**src/rtl/uart_rx_frame_ctrl.sv**
```systemverilog
// uart_rx_frame_ctrl: frames receiver bytes (SYNC, LEN, payload) onto a payload write port.
// Defining UART_FRAME_CHECKSUM_EN adds a trailing mod-256 checksum byte and its CHK state.
module uart_rx_frame_ctrl #(
    parameter int DATA_WIDTH = 8,
    parameter int ADDR_WIDTH = 8,
    parameter logic [DATA_WIDTH-1:0] SYNC_BYTE = 8'hA5,
    parameter int TIMEOUT_CYCLES = 100000
) (
    input  logic                  CLK100MHZ,
    input  logic                  RESETN,
    input  logic                  ENABLE,
    input  logic [DATA_WIDTH-1:0] RX_DATA,
    input  logic                  RX_DONE,
    output logic                  RX_EN,
    output logic                  WR_EN,
    output logic [ADDR_WIDTH-1:0] WR_ADDR,
    output logic [DATA_WIDTH-1:0] WR_DATA,
    output logic                  FRAME_VALID,
    output logic [7:0]            FRAME_LEN,
    input  logic                  FRAME_ACK,
    output logic                  FRAME_ERR,
    output logic [1:0]            ERR_CODE
);
    localparam int TW = $clog2(TIMEOUT_CYCLES + 1);

    typedef enum logic [2:0] {
        IDLE,
        LEN,
        PAYLOAD,
`ifdef UART_FRAME_CHECKSUM_EN
        CHK,
`endif
        HOLD
    } state_t;

    state_t state, state_n;
    logic [TW-1:0] timer;
    logic [ADDR_WIDTH-1:0] idx;
`ifdef UART_FRAME_CHECKSUM_EN
    logic [DATA_WIDTH-1:0] sum;
`endif
    logic in_frame, timeout, last, wr, err;
    logic [1:0] code;

    always_comb begin
        state_n = state;
        wr = 1'b0;
        err = 1'b0;
        code = ERR_CODE;
        in_frame = state == LEN || state == PAYLOAD
`ifdef UART_FRAME_CHECKSUM_EN
            || state == CHK
`endif
            ;
        timeout = in_frame && !RX_DONE && timer == TW'(TIMEOUT_CYCLES - 1);
        last = idx == ADDR_WIDTH'(FRAME_LEN - 8'd1);
        if (!ENABLE) begin
            state_n = IDLE;
        end else if (timeout) begin
            err = 1'b1;
            code = 2'b10;
            state_n = IDLE;
        end else begin
            case (state)
                IDLE: state_n = (RX_DONE && RX_DATA == SYNC_BYTE) ? LEN : IDLE;
                LEN: begin
                    if (RX_DONE && 8'(RX_DATA) == 8'd0) begin
                        err = 1'b1;
                        code = 2'b01;
                        state_n = IDLE;
                    end else if (RX_DONE) begin
                        state_n = PAYLOAD;
                    end
                end
                PAYLOAD: begin
                    wr = RX_DONE;
`ifdef UART_FRAME_CHECKSUM_EN
                    state_n = (RX_DONE && last) ? CHK : PAYLOAD;
`else
                    state_n = (RX_DONE && last) ? HOLD : PAYLOAD;
`endif
                end
`ifdef UART_FRAME_CHECKSUM_EN
                CHK: begin
                    if (RX_DONE && RX_DATA == sum) begin
                        state_n = HOLD;
                    end else if (RX_DONE) begin
                        err = 1'b1;
                        code = 2'b11;
                        state_n = IDLE;
                    end
                end
`endif
                HOLD: state_n = FRAME_ACK ? IDLE : HOLD;
                default: state_n = IDLE;
            endcase
        end
    end

    always_ff @(posedge CLK100MHZ) begin
        if (!RESETN) begin
            state <= IDLE;
            RX_EN <= 1'b0;
            WR_EN <= 1'b0;
            WR_ADDR <= '0;
            WR_DATA <= '0;
            FRAME_VALID <= 1'b0;
            FRAME_LEN <= 8'd0;
            FRAME_ERR <= 1'b0;
            ERR_CODE <= 2'b00;
            timer <= '0;
            idx <= '0;
`ifdef UART_FRAME_CHECKSUM_EN
            sum <= '0;
`endif
        end else begin
            state <= state_n;
            RX_EN <= ENABLE && state_n != HOLD;
            WR_EN <= wr;
            FRAME_VALID <= state_n == HOLD;
            FRAME_ERR <= err;
            ERR_CODE <= code;
            timer <= (in_frame && !RX_DONE) ? timer + TW'(1) : '0;
            if (state == LEN && state_n == PAYLOAD) begin
                FRAME_LEN <= 8'(RX_DATA);
                WR_ADDR <= '0;
                idx <= '0;
`ifdef UART_FRAME_CHECKSUM_EN
                sum <= '0;
`endif
            end
            // WR_ADDR shows the index of the byte being written this cycle
            if (wr) begin
                WR_ADDR <= idx;
                WR_DATA <= RX_DATA;
                idx <= idx + ADDR_WIDTH'(1);
`ifdef UART_FRAME_CHECKSUM_EN
                sum <= sum + RX_DATA;
`endif
            end
        end
    end
endmodule
```
**config.mk**
```make
export PLATFORM = sky130hd
export DESIGN_NAME = uart_rx_frame_ctrl
export DESIGN_NICKNAME = d
export VERILOG_FILES = /design/src/rtl/uart_rx_frame_ctrl.sv
export SDC_FILE = /design/constraint.sdc
export NUM_CORES = 1
export LEC_CHECK = 0
export CORE_MARGIN = 2
export CORE_UTILIZATION = 48
export CTS_CLUSTER_SIZE = 10
export DETAILED_ROUTE_END_ITERATION = 12
export PLACE_DENSITY = 0.75
export SLEW_MARGIN = 10
export SYNTH_ARGS = -nofsm -noshare
export SYNTH_HDL_FRONTEND = slang
export SYNTH_SLANG_ARGS = --single-unit
```
**constraint.sdc**
```tcl
create_clock -name CLK100MHZ -period 2.11 [get_ports CLK100MHZ]
set_input_delay 0.422 -clock CLK100MHZ [delete_from_list [all_inputs] [get_ports CLK100MHZ]]
set_output_delay 0.422 -clock CLK100MHZ [all_outputs]
set_load 0.01 [all_outputs]
```
==> results <==
[per-layer routing]
metal / routed length, µm / share of wire, %
met1: 2760 / 44
met2: 3020 / 48
met3: 350 / 5.6
met4: 100 / 1.6
met5: 0 / 0
[flip-flops by register name, summed over array words and instances (netlist names)]
signal,flops
state,3
FRAME_LEN,8
WR_DATA,8
FRAME_ERR,1
idx,8
RX_EN,1
WR_EN,1
FRAME_VALID,1
WR_ADDR,8
timer,17
ERR_CODE,2
[cells in the mapped netlist (all sizes together) (4+ instances only)]
master and n:
xnor2 12, and3 5, o21ai 10, a22oi 8
nor4 4, nor3b 4, and2 5, nor2b 17
nand2 38, a21boi 10, clkbuf 9, nor3 6
buf 6, a21oi 8, dfxtp 58, nand3 13
mux2i 8, nand4 4, nor2 31, xor2 12
inv 5, a31oi 4, nand2b 5
[kinds of logic after synthesis]
kind of cell / after synthesis
buf+inv: 20
simple gates: 145
mux: 9
fa+ha+maj: 3
flops: 58
other cells: 1
xor+xnor: 24
compound gates: 51
[worst min-delay path: cells and delay by family, from the launching register on]
family / cells / cell delay [ns]
AOI/OAI and AO/OA: 1 / 0.06
DFF: 1 / 0.31
and+or+nand+nor: 1 / 0.04
[how the worst max path moves through the flow]
stage,depth (start not counted),start,end
2_1_floorplan,10,FRAME_LEN[0]$_SDFFE_PN0P_,RX_EN$_SDFF_PN0_
3_3_place_gp,7,RX_DATA[0],FRAME_LEN[1]$_SDFFE_PN0P_
3_5_place_dp,7,RX_DATA[1],WR_ADDR[6]$_SDFFE_PN0P_
4_1_cts,7,RX_DATA[1],WR_ADDR[6]$_SDFFE_PN0P_
5_1_grt,9,FRAME_LEN[0]$_SDFFE_PN0P_,FRAME_VALID$_SDFF_PN0_
6_report,7,RX_DATA[1],WR_ADDR[6]$_SDFFE_PN0P_
[through the flow]
step,utilization (%),instance area [µm²]
2_1_floorplan,-,2740
3_3_place_gp,61.6,3390
3_5_place_dp,61.6,3390
4_1_cts,64.5,3550
5_1_grt,64.6,3550
6_report,64.6,3550
[what timing repair did]
| item | in CTS | in global routing |
|---|---|---|
| endpoints found under the setup margin | 0 | 2 |
| hold buffers | 0 | 0 |
| gates resized for setup | 0 | 1 |
[report_power, final]
part | switching (µW) | leakage, µW | internal (µW)
Combinational | 31.8 | 0.000722 | 47.5
Clock | 390 | 0.0000815 | 471
Sequential | 1.95 | 0.000469 | 1100
[area by class of cell]
type / count / area share [%]
Multi-Input combinational cell: 233 / 41.6
Sequential cell: 58 / 32.7
Timing Repair Buffer: 70 / 18.1
Clock buffer: 13 / 4.47
Tap cell: 72 / 2.53
Inverter: 5 / 0.528
[cell usage in the layout, fill, tap and decap left out, types with 8 or more instances in the layout]
master	Yosys	final
xor2_1	12	12
a22oi_1	8	8
clkbuf_8	0	11
nor2b_1	17	17
nor2_1	31	31
clkdlybuf4s50_1	0	42
xnor2_1	12	12
a21oi_1	8	8
dfxtp_1	58	56
nand3_1	13	13
buf_4	1	27
nand2_1	38	38
a21boi_0	10	10
o21ai_0	9	9
mux2i_1	8	8
==> flow_metrics.env <==
export IMPL_status="complete, no violations"
export IMPL_synth_xor_area_share_pct=7.69
export IMPL_grtUsageMet1_pct=26.1
export IMPL_r2r_slack_ns=0.21
export IMPL_synthSimpleGateAreaFrac_pct=28.3
export IMPL_start_util_pct=49.6
export IMPL_routed_wl_um=6220
export IMPL_r2r_start="FRAME_LEN[0]$_SDFFE_PN0P_"
export IMPL_synth_edf_count=0
export IMPL_fin_crit_ns=1.97
export IMPL_grt_met3_usage_pct=7.69
export IMPL_setup_viol=0
export IMPL_vias_per_cell=5.26
export IMPL_postCtsSetupBuffers=0
export IMPL_synth_compound_area_share_pct=13.1
export IMPL_nets=393
export IMPL_seq_area_frac_synth_pct=42.5
export IMPL_fmax_ghz=0.507
export IMPL_dr_pass1_iters=4
export IMPL_critPathMaxStageDelay_ns=0.56
export IMPL_antennaDiodeCount=0
export IMPL_pre_cts_slack_ns=-0.226
export IMPL_rows=27
export IMPL_yosysWarnings=0
export IMPL_dieArea_mm2=0.00631
export IMPL_crit_chain="clkdlybuf4s50_1 > or4_4 > o21ai_2 > a211o_2 > buf_4 > nand2_1 > o21ai_0"
export IMPL_synthAdderAreaFrac_pct=1.37
export IMPL_h_tree_depth=3
export IMPL_ys_top_cells_by_area="dfxtp_1 42%, nand2_1 5.2%, nor2_1 4.3%"
export IMPL_use_met2_pct=33.9
export IMPL_setup_ws_ns=0.139
export IMPL_whs_ns=0.461
export IMPL_cts_tree="built"
export IMPL_cp_data_required_time_ns=2.37
export IMPL_tightest_slew_ns=0.534
export IMPL_drv_slew=0
export IMPL_drtAntennaViolNets=0
export IMPL_drive_gt1_share_pct=14.8
export IMPL_cts_buffers=9
export IMPL_clock_sinks=58
export IMPL_crit_fanout=6
export IMPL_leakagePower_uw=0.00127
export IMPL_drt_iter0_markers=77
export IMPL_crit_path_start_kind="input port"
export IMPL_cp_top_family="simple AND/OR/NAND/NOR gates"
export IMPL_grt_max_degree=25
export IMPL_timing_rr_end="RX_EN$_SDFF_PN0_"
export IMPL_clk_pin_slew_ns=0.06
export IMPL_syn_area_per_cell_um2=8.79
export IMPL_clockBufferDepth=2
export IMPL_hold_start="WR_DATA[5]$_SDFFE_PN0P_"
export IMPL_drcViolationCount=0
export IMPL_dp_cells=438
export IMPL_rsz0062_at_grt="false"
export IMPL_cp_arrival_ns=2.23
export IMPL_syn2layout_area_growth_pct=30.1
export IMPL_coreArea_mm2=0.00551
export IMPL_hold_viol_final=0
export IMPL_insertion_delay_ns=0.34
export IMPL_yosysTopAreaCell="dfxtp_1"
export IMPL_wl_per_cell_um=13.8
export IMPL_cts_root_buf="clkbuf_8"
export IMPL_cap_violations=0
export IMPL_power_uw=2040
export IMPL_route_vias_total=2372
export IMPL_min_path_type="flip-flop to flip-flop"
export IMPL_final_seq_area_mm2=0.00116
export IMPL_grt_pass1_vias=2254
export IMPL_r2r_cells=8
export IMPL_grt_overflow_total=0
export IMPL_synth_top_area_share_pct=42.5
export IMPL_hpwl_um=4600
export IMPL_netlist_area_mm2=0.00273
export IMPL_ioPinCount=43
export IMPL_antenna_found_initial=0
export IMPL_min_to="WR_DATA[5]$_SDFFE_PN0P_"
export IMPL_multi_input_area_mm2=0.00148
export IMPL_worst_path_buf_inv=2
export IMPL_synthCells=311
export IMPL_finalClockSkew_ns=0.00570
export IMPL_grt_pass1_wl_um=10400
export IMPL_period_share_pct=93.4
export IMPL_top_usage_layer="met2"
export IMPL_max_slew_margin_pct=64.3
export IMPL_die_x_um=79.5
export IMPL_async_flop_share_pct=0
export IMPL_synth_fp_nets=327
export IMPL_end_kind="flip-flop"
export IMPL_routabilityCongestion=0.824
export IMPL_slowest_stage="or4_4"
export IMPL_p_per_area_mw_per_mm2=574
export IMPL_path_class="input port to flip-flop"
export IMPL_synthFlopType="dfxtp_1"
export IMPL_muxShareOfSynthArea_pct=3.34
export IMPL_synth_seq_cells=58
export IMPL_die_y_um=79.5
export IMPL_track_usage_pct=21.4
export IMPL_peakVddDrop_mv=0.399
export IMPL_io_buffers=42
export IMPL_synth_cell_types=51
export IMPL_tns_ns=0
export IMPL_holdPathStages=2
export IMPL_final_cells=451
export IMPL_n_fill_cell=465
export IMPL_synth_top_family_by_area="simple AND/OR/NAND/NOR gates"
No activity file was read; power rests on OpenSTA's default activity.
